### config.mk
export PLATFORM = sky130hd
export DESIGN_NAME = servo_frame_sched
export DESIGN_NICKNAME = d
export VERILOG_FILES = /design/src/rtl/servo_frame_sched.sv
export SDC_FILE = /design/constraint.sdc
export NUM_CORES = 1
export LEC_CHECK = 0
export CORE_MARGIN = 4
export CORE_UTILIZATION = 29
export DETAILED_ROUTE_END_ITERATION = 16
export PLACE_DENSITY = 0.47
export SYNTH_ARGS = -nofsm -noshare
export SYNTH_HDL_FRONTEND = slang
export SYNTH_SLANG_ARGS = --single-unit
### constraint.sdc
create_clock -name clk -period 4.9 [get_ports clk]
set_input_delay 0.49 -clock clk [delete_from_list [all_inputs] [get_ports clk]]
set_output_delay 0.49 -clock clk [all_outputs]
set_load 0.05 [all_outputs]
### src/rtl/servo_frame_sched.sv
// servo_frame_sched: shared PWM frame counter and commit scheduler for the
// left/right servo comparators.
// Ports: clk, rst (sync, active-high); upd_valid/upd_ready/upd_ch/upd_data
// update handshake from SPI; cntr_val frame tick counter; x_left/x_right
// committed compare values; frame_start wrap pulse; timeout neutral fallback.
module servo_frame_sched #(
    parameter int TICK_DIV       = 100,
    parameter int PERIOD         = 3000,
    parameter int X_OFFSET       = 1000,
    parameter int RAW_MAX        = 1000,
    parameter int NEUTRAL        = 1500,
    parameter int MAX_STEP       = 50,
    parameter int TIMEOUT_FRAMES = 100
) (
    input  logic        clk,
    input  logic        rst,
    input  logic        upd_valid,
    output logic        upd_ready,
    input  logic        upd_ch,
    input  logic [9:0]  upd_data,
    output logic [11:0] cntr_val,
    output logic [10:0] x_left,
    output logic [10:0] x_right,
    output logic        frame_start,
    output logic        timeout
);

    localparam int PW = (TICK_DIV > 1) ? $clog2(TICK_DIV) : 1;
    localparam int TW = $clog2(TIMEOUT_FRAMES + 1);

    typedef enum logic [1:0] {
        S_RESET,
        S_RUN,
        S_COMMIT
    } state_t;

    state_t          state_q, state_d;
    logic [PW-1:0]   presc_q, presc_d;
    logic [11:0]     cntr_q, cntr_d;
    logic [10:0]     xl_q, xl_d;
    logic [10:0]     xr_q, xr_d;
    logic [10:0]     shl_q, shl_d;
    logic [10:0]     shr_q, shr_d;
    logic            fs_q, fs_d;
    logic            to_q, to_d;
    logic [TW-1:0]   tocnt_q, tocnt_d;
    logic            fresh_q, fresh_d;

    logic            tick;
    logic            wrap;
    logic            xfer;
    logic [9:0]      raw_sat;
    logic [10:0]     tgt;
    logic [TW-1:0]   tocnt_inc;
    logic [10:0]     tl;
    logic [10:0]     tr;

    // Slew limiter, evaluated in 12 bits so x - step never wraps.
    function automatic logic [10:0] slew(input logic [10:0] x,
                                         input logic [10:0] s);
        logic [11:0] xe;
        logic [11:0] se;
        logic [11:0] st;
        xe = {1'b0, x};
        se = {1'b0, s};
        st = 12'(MAX_STEP);
        if (xe + st < se) begin
            return 11'(xe + st);
        end else if (se + st < xe) begin
            return 11'(xe - st);
        end else begin
            return s;
        end
    endfunction

    always_comb begin
        state_d = state_q;
        case (state_q)
            S_RESET:  state_d = S_RUN;
            S_RUN:    state_d = wrap ? S_COMMIT : S_RUN;
            S_COMMIT: state_d = S_RUN;
            default:  state_d = S_RESET;
        endcase
    end

    always_comb begin
        tick      = (presc_q == PW'(TICK_DIV - 1));
        wrap      = tick && (cntr_q == 12'(PERIOD - 1));
        // Ready drops only in the wrap cycle so the commit sees stable shadows.
        upd_ready = !rst && !wrap;
        xfer      = upd_valid && upd_ready;
        raw_sat   = (upd_data > 10'(RAW_MAX)) ? 10'(RAW_MAX) : upd_data;
        tgt       = 11'(raw_sat) + 11'(X_OFFSET);
        tocnt_inc = (tocnt_q == TW'(TIMEOUT_FRAMES)) ? tocnt_q
                                                    : tocnt_q + 1'b1;

        presc_d = tick ? '0 : presc_q + 1'b1;
        cntr_d  = cntr_q;
        xl_d    = xl_q;
        xr_d    = xr_q;
        shl_d   = shl_q;
        shr_d   = shr_q;
        fs_d    = wrap;
        to_d    = to_q;
        tocnt_d = tocnt_q;
        fresh_d = fresh_q;
        tl      = shl_q;
        tr      = shr_q;

        if (tick) begin
            cntr_d = wrap ? 12'd0 : cntr_q + 12'd1;
        end

        if (xfer) begin
            if (upd_ch) begin
                shr_d = tgt;
            end else begin
                shl_d = tgt;
            end
            fresh_d = 1'b1;
            to_d    = 1'b0;
        end

        if (wrap) begin
            if (fresh_q) begin
                tocnt_d = '0;
                fresh_d = 1'b0;
            end else begin
                tocnt_d = tocnt_inc;
                // Fallback target applies from the commit that trips it.
                if (to_q || tocnt_inc == TW'(TIMEOUT_FRAMES)) begin
                    to_d  = 1'b1;
                    shl_d = 11'(NEUTRAL);
                    shr_d = 11'(NEUTRAL);
                    tl    = 11'(NEUTRAL);
                    tr    = 11'(NEUTRAL);
                end
            end
            xl_d = slew(xl_q, tl);
            xr_d = slew(xr_q, tr);
        end
    end

    always_ff @(posedge clk) begin
        if (rst) begin
            state_q <= S_RESET;
            presc_q <= '0;
            cntr_q  <= '0;
            xl_q    <= 11'(NEUTRAL);
            xr_q    <= 11'(NEUTRAL);
            shl_q   <= 11'(NEUTRAL);
            shr_q   <= 11'(NEUTRAL);
            fs_q    <= 1'b0;
            to_q    <= 1'b0;
            tocnt_q <= '0;
            fresh_q <= 1'b0;
        end else begin
            state_q <= state_d;
            presc_q <= presc_d;
            cntr_q  <= cntr_d;
            xl_q    <= xl_d;
            xr_q    <= xr_d;
            shl_q   <= shl_d;
            shr_q   <= shr_d;
            fs_q    <= fs_d;
            to_q    <= to_d;
            tocnt_q <= tocnt_d;
            fresh_q <= fresh_d;
        end
    end

    assign cntr_val    = cntr_q;
    assign x_left      = xl_q;
    assign x_right     = xr_q;
    assign frame_start = fs_q;
    assign timeout     = to_q;

endmodule

==> run_results.csv <==
group,metric,value,unit
outcome,status,"finished, final reports clean",
yosys,syn_area,0.00587,sq mm
timing,slew-limit-headroom,0.253,
placed_design,dp_hpwl,14700,um
placed_design,gp_congestion,0.917,
min_path,hold_end,"presc_q[0]",
global_route,grt_pass1_wl,30700,um
cells_and_area,mostFrequentLayoutCells,"90 x nor2_1, 75 x nand2_1, 71 x dfxtp_1",
floorplan,initial_utilization,0.298,
placed_design,dp_cells,1063,
clock_tree,numCtsBuffers,9,
routing,vias,5819,
cells_and_area,nets,874,
yosys,ys_seq_area_frac,0.249,
setup_path,regToRegStartpoint,"tocnt_q[1]",
timing,rsz0062_at_grt,"no",
timing,slew_viol_final,0,
routing,detail_route.wirelength,19300,um
placed_design,portBuffers,50,
global_route,track_usage,0.172,
timing,whs,0.443,ns
cells_and_area,mostFrequentLayoutCell,"nor2_1",
timing,post-route-period-util,0.919,
yosys,yosys_most_used_dff,"dfxtp_1",
clock_tree,numClockSinks,73,
cells_and_area,layout-drive-gt1-share,0.0872,
routing,wire_per_inst,17.9,um
clock_tree,hold_buffers,0,
setup_path,end_kind,"flop",
yosys,synth_area_per_cell,7.70,sq um
floorplan,pin_count,51,
timing,hold_viol_final,0,
routing,postRouteAntennaNets,0,
floorplan,fp.dieW,150,um
floorplan,dieArea,0.0226,sq mm
yosys,postSynthCellCount,762,
clock_tree,cts_root_buf,"clkbuf_16",
setup_path,reg2reg_depth,20,
floorplan,die_h,150,um
yosys,synthXorXnorAreaFrac,0.0791,
timing,fin_setup_tns,0,ns
yosys,synth-adder-area-share,0.104,
routing,firstDrtPassIters,5,
timing,worstMarginPinSlew,1.12,ns
cells_and_area,syn2layout_area_growth,19.4,%
yosys,synth_compound_area_frac,0.253,
yosys,yosys.area_share.simple,0.252,
timing,finalCriticalPeriod,4.50,ns
timing,worst_clock_skew,0.00685,ns
setup_path,cp_max_fo,9,
min_path,min-delay-start,"presc_q[0]",
yosys,synth_edf_count,0,
clock_tree,clkLatencyLatePin,0.34,ns
timing,setup_viol,0,
routing,post-route-drc-count,0,
clock_tree,clk_pin_slew,0.06,ns
cells_and_area,antenna_cells,0,
clock_tree,clk_path_buf_depth,2,
global_route,grt_max_degree,36,
cells_and_area,instances_no_fill,1079,
yosys,ys_types,77,
setup_path,worstSetupStartpointType,"flop",
pwr,ir_worst_vdd,132,uV
setup_path,criticalPathCategory,"flop to flop",
yosys,async_flop_share,0,
global_route,grt_pass1_vias,5501,
yosys,ys_warn_count,0,
job,maxCapViolCount,0,
setup_path,r2r-end,"x_right[1]",
floorplan,core_area,0.0197,sq mm
routing,avgViaCountPerCell,5.39,
yosys,synth_area_leaders,"dfxtp_1 25%, ha_1 10%, nor2_1 5.8%, xnor2_1 5.4%, nand2_1 4.8%",
pwr,power_density,211,mW/mm^2
min_path,hold_class,"flop to flop",
global_route,grt_remaining_overflow,0,
pwr,p_leak,2.77,nW
yosys,syn_nets,825,
clock_tree,tritoncts,"yes",
yosys,yosysTopAreaCellShare,0.249,
floorplan,core.rowCount,51,
min_path,min_path_cells,1,
yosys,synthMuxAreaShare,0.0121,
yosys,synth_top_family_by_area,"compound AO/OA/AOI/OAI gates",
setup_path,required,5.16,ns
setup_path,reg2reg_setup_slack,0.40,ns
yosys,ys_seq_elements,73,
yosys,synth_top_area_cell,"dfxtp_1",
setup_path,cp.arrival,4.77,ns
global_route,antenna_found_initial,0,
timing,timing.fmax,222,MHz
routing,dr.first_iter.drc_count,431,
clock_tree,cts_max_level,3,
[cells in the mapped netlist, types with 3 or more instances]
master / instances
dfxtp_1: 73
clkinv_1: 5
nor4b_1: 3
a211o_1: 4
o211a_1: 4
nor2b_1: 5
mux2i_1: 6
nand4b_1: 4
and3_1: 13
nor2_1: 91
o21ai_1: 3
a221oi_1: 3
a21o_1: 9
a31o_2: 4
a221o_1: 4
nand3_1: 29
or2_2: 3
o211ai_1: 20
xnor2_1: 36
o21ai_0: 28
nor3_1: 28
buf_1: 4
ha_1: 49
and2_1: 4
or4_1: 6
buf_2: 11
clkbuf_1: 18
nand2_1: 75
o31ai_1: 4
xor2_1: 17
a22oi_1: 5
o2111ai_1: 6
a211oi_1: 15
inv_1: 27
a31oi_1: 9
a21oi_1: 55
o31a_1: 3
or3_1: 8
a41oi_1: 3
nand4_1: 17
a2111oi_0: 3
nand2b_1: 4
[where the power goes]
part / switching (mW) / total [mW] / internal [mW] / leakage (nW)
Clock: 0.274 / 0.609 / 0.335 / 0.124
Combinational: 0.146 / 0.249 / 0.104 / 2.05
Sequential: 0.0178 / 0.622 / 0.604 / 0.593
[worst max-delay path: stages (launching register included)]
cell       delay (ns)
dfxtp_2          0.40
inv_1            0.06
ha_1             0.17
nor4bb_4         0.17
and3_4           0.23
o31ai_4          0.28
nand2_2          0.11
and2_1           0.20
ha_1             0.24
a211o_1          0.36
nand4_1          0.12
xor2_1           0.15
nand2_1          0.08
ha_1             0.33
nand3_1          0.10
a211oi_2         0.26
o2bb2ai_2        0.15
a21boi_4         0.27
nor2_4           0.10
or4_1            0.49
a31oi_1          0.17
[how the worst max path moves through the flow]
stage	startpoint	end	slack [ns]	cells after the start
6_report	tocnt_q[1]	x_right[1]	0.40	20
3_5_place_dp	tocnt_q[1]	x_right[1]	0.16	19
5_1_grt	tocnt_q[1]	x_right[0]	0.03	21
2_1_floorplan	tocnt_q[0]	x_right[0]	0.02	25
4_1_cts	tocnt_q[1]	x_right[0]	0.12	19
3_3_place_gp	tocnt_q[1]	x_right[0]	0.19	20
[metal layers]
layer | vias to the layer above | track usage | share of wire | wire, um
met3 | 16 | 0.0461 | 0.069 | 1330
met4 | 0 | 0.0375 | 0.010 | 193
met5 | - | 0 | 0 | 0
li1 | 2910 | - | - | -
met2 | 156 | 0.259 | 0.43 | 8290
met1 | 2737 | 0.246 | 0.49 | 9470
[through the flow]
step	worst slack [ns]	cell area [sq um]	total power, mW	util
finish	0.396	7010	1.48	0.355
global route	0.0270	7010	1.55	0.355
CTS	0.124	6960	1.49	0.353
detailed placement	0.161	6710	0.879	0.340
global placement	0.192	6710	0.880	0.340
floorplan	0.0246	5870	0.798	-
[final cells by class]
class / instances / area (sq um)
Tap cell: 265 / 332
Multi-Input combinational cell: 619 / 4150
Inverter: 33 / 124
Clock inverter: 4 / 22.5
Fill cell: 2077 / 12700
Clock buffer: 10 / 229
Timing Repair Buffer: 75 / 688
Sequential cell: 73 / 1460
[what timing repair did]
item	in CTS	in global routing
buffers inserted	0	2
endpoints found under the hold margin	0	0
gates resized for setup	0	9
endpoints found under the setup margin	0	13
[logic make-up (layout without fill, tap and decap cells)]
family,after synthesis,after routing
xor+xnor,53,53
simple gates,303,303
flops,73,73
buf+inv,70,122
compound gates,207,207
fa+ha+maj,49,49
mux,7,7
[sequential cells by signal, summed over array words and instances, names as in the netlist]
signal,count
cntr_val,12
frame_start,1
fresh_q,1
presc_q,7
shl_q,11
shr_q,11
timeout,1
tocnt_q,7
x_left,11
x_right,11
(Power assumes the default switching activity.)
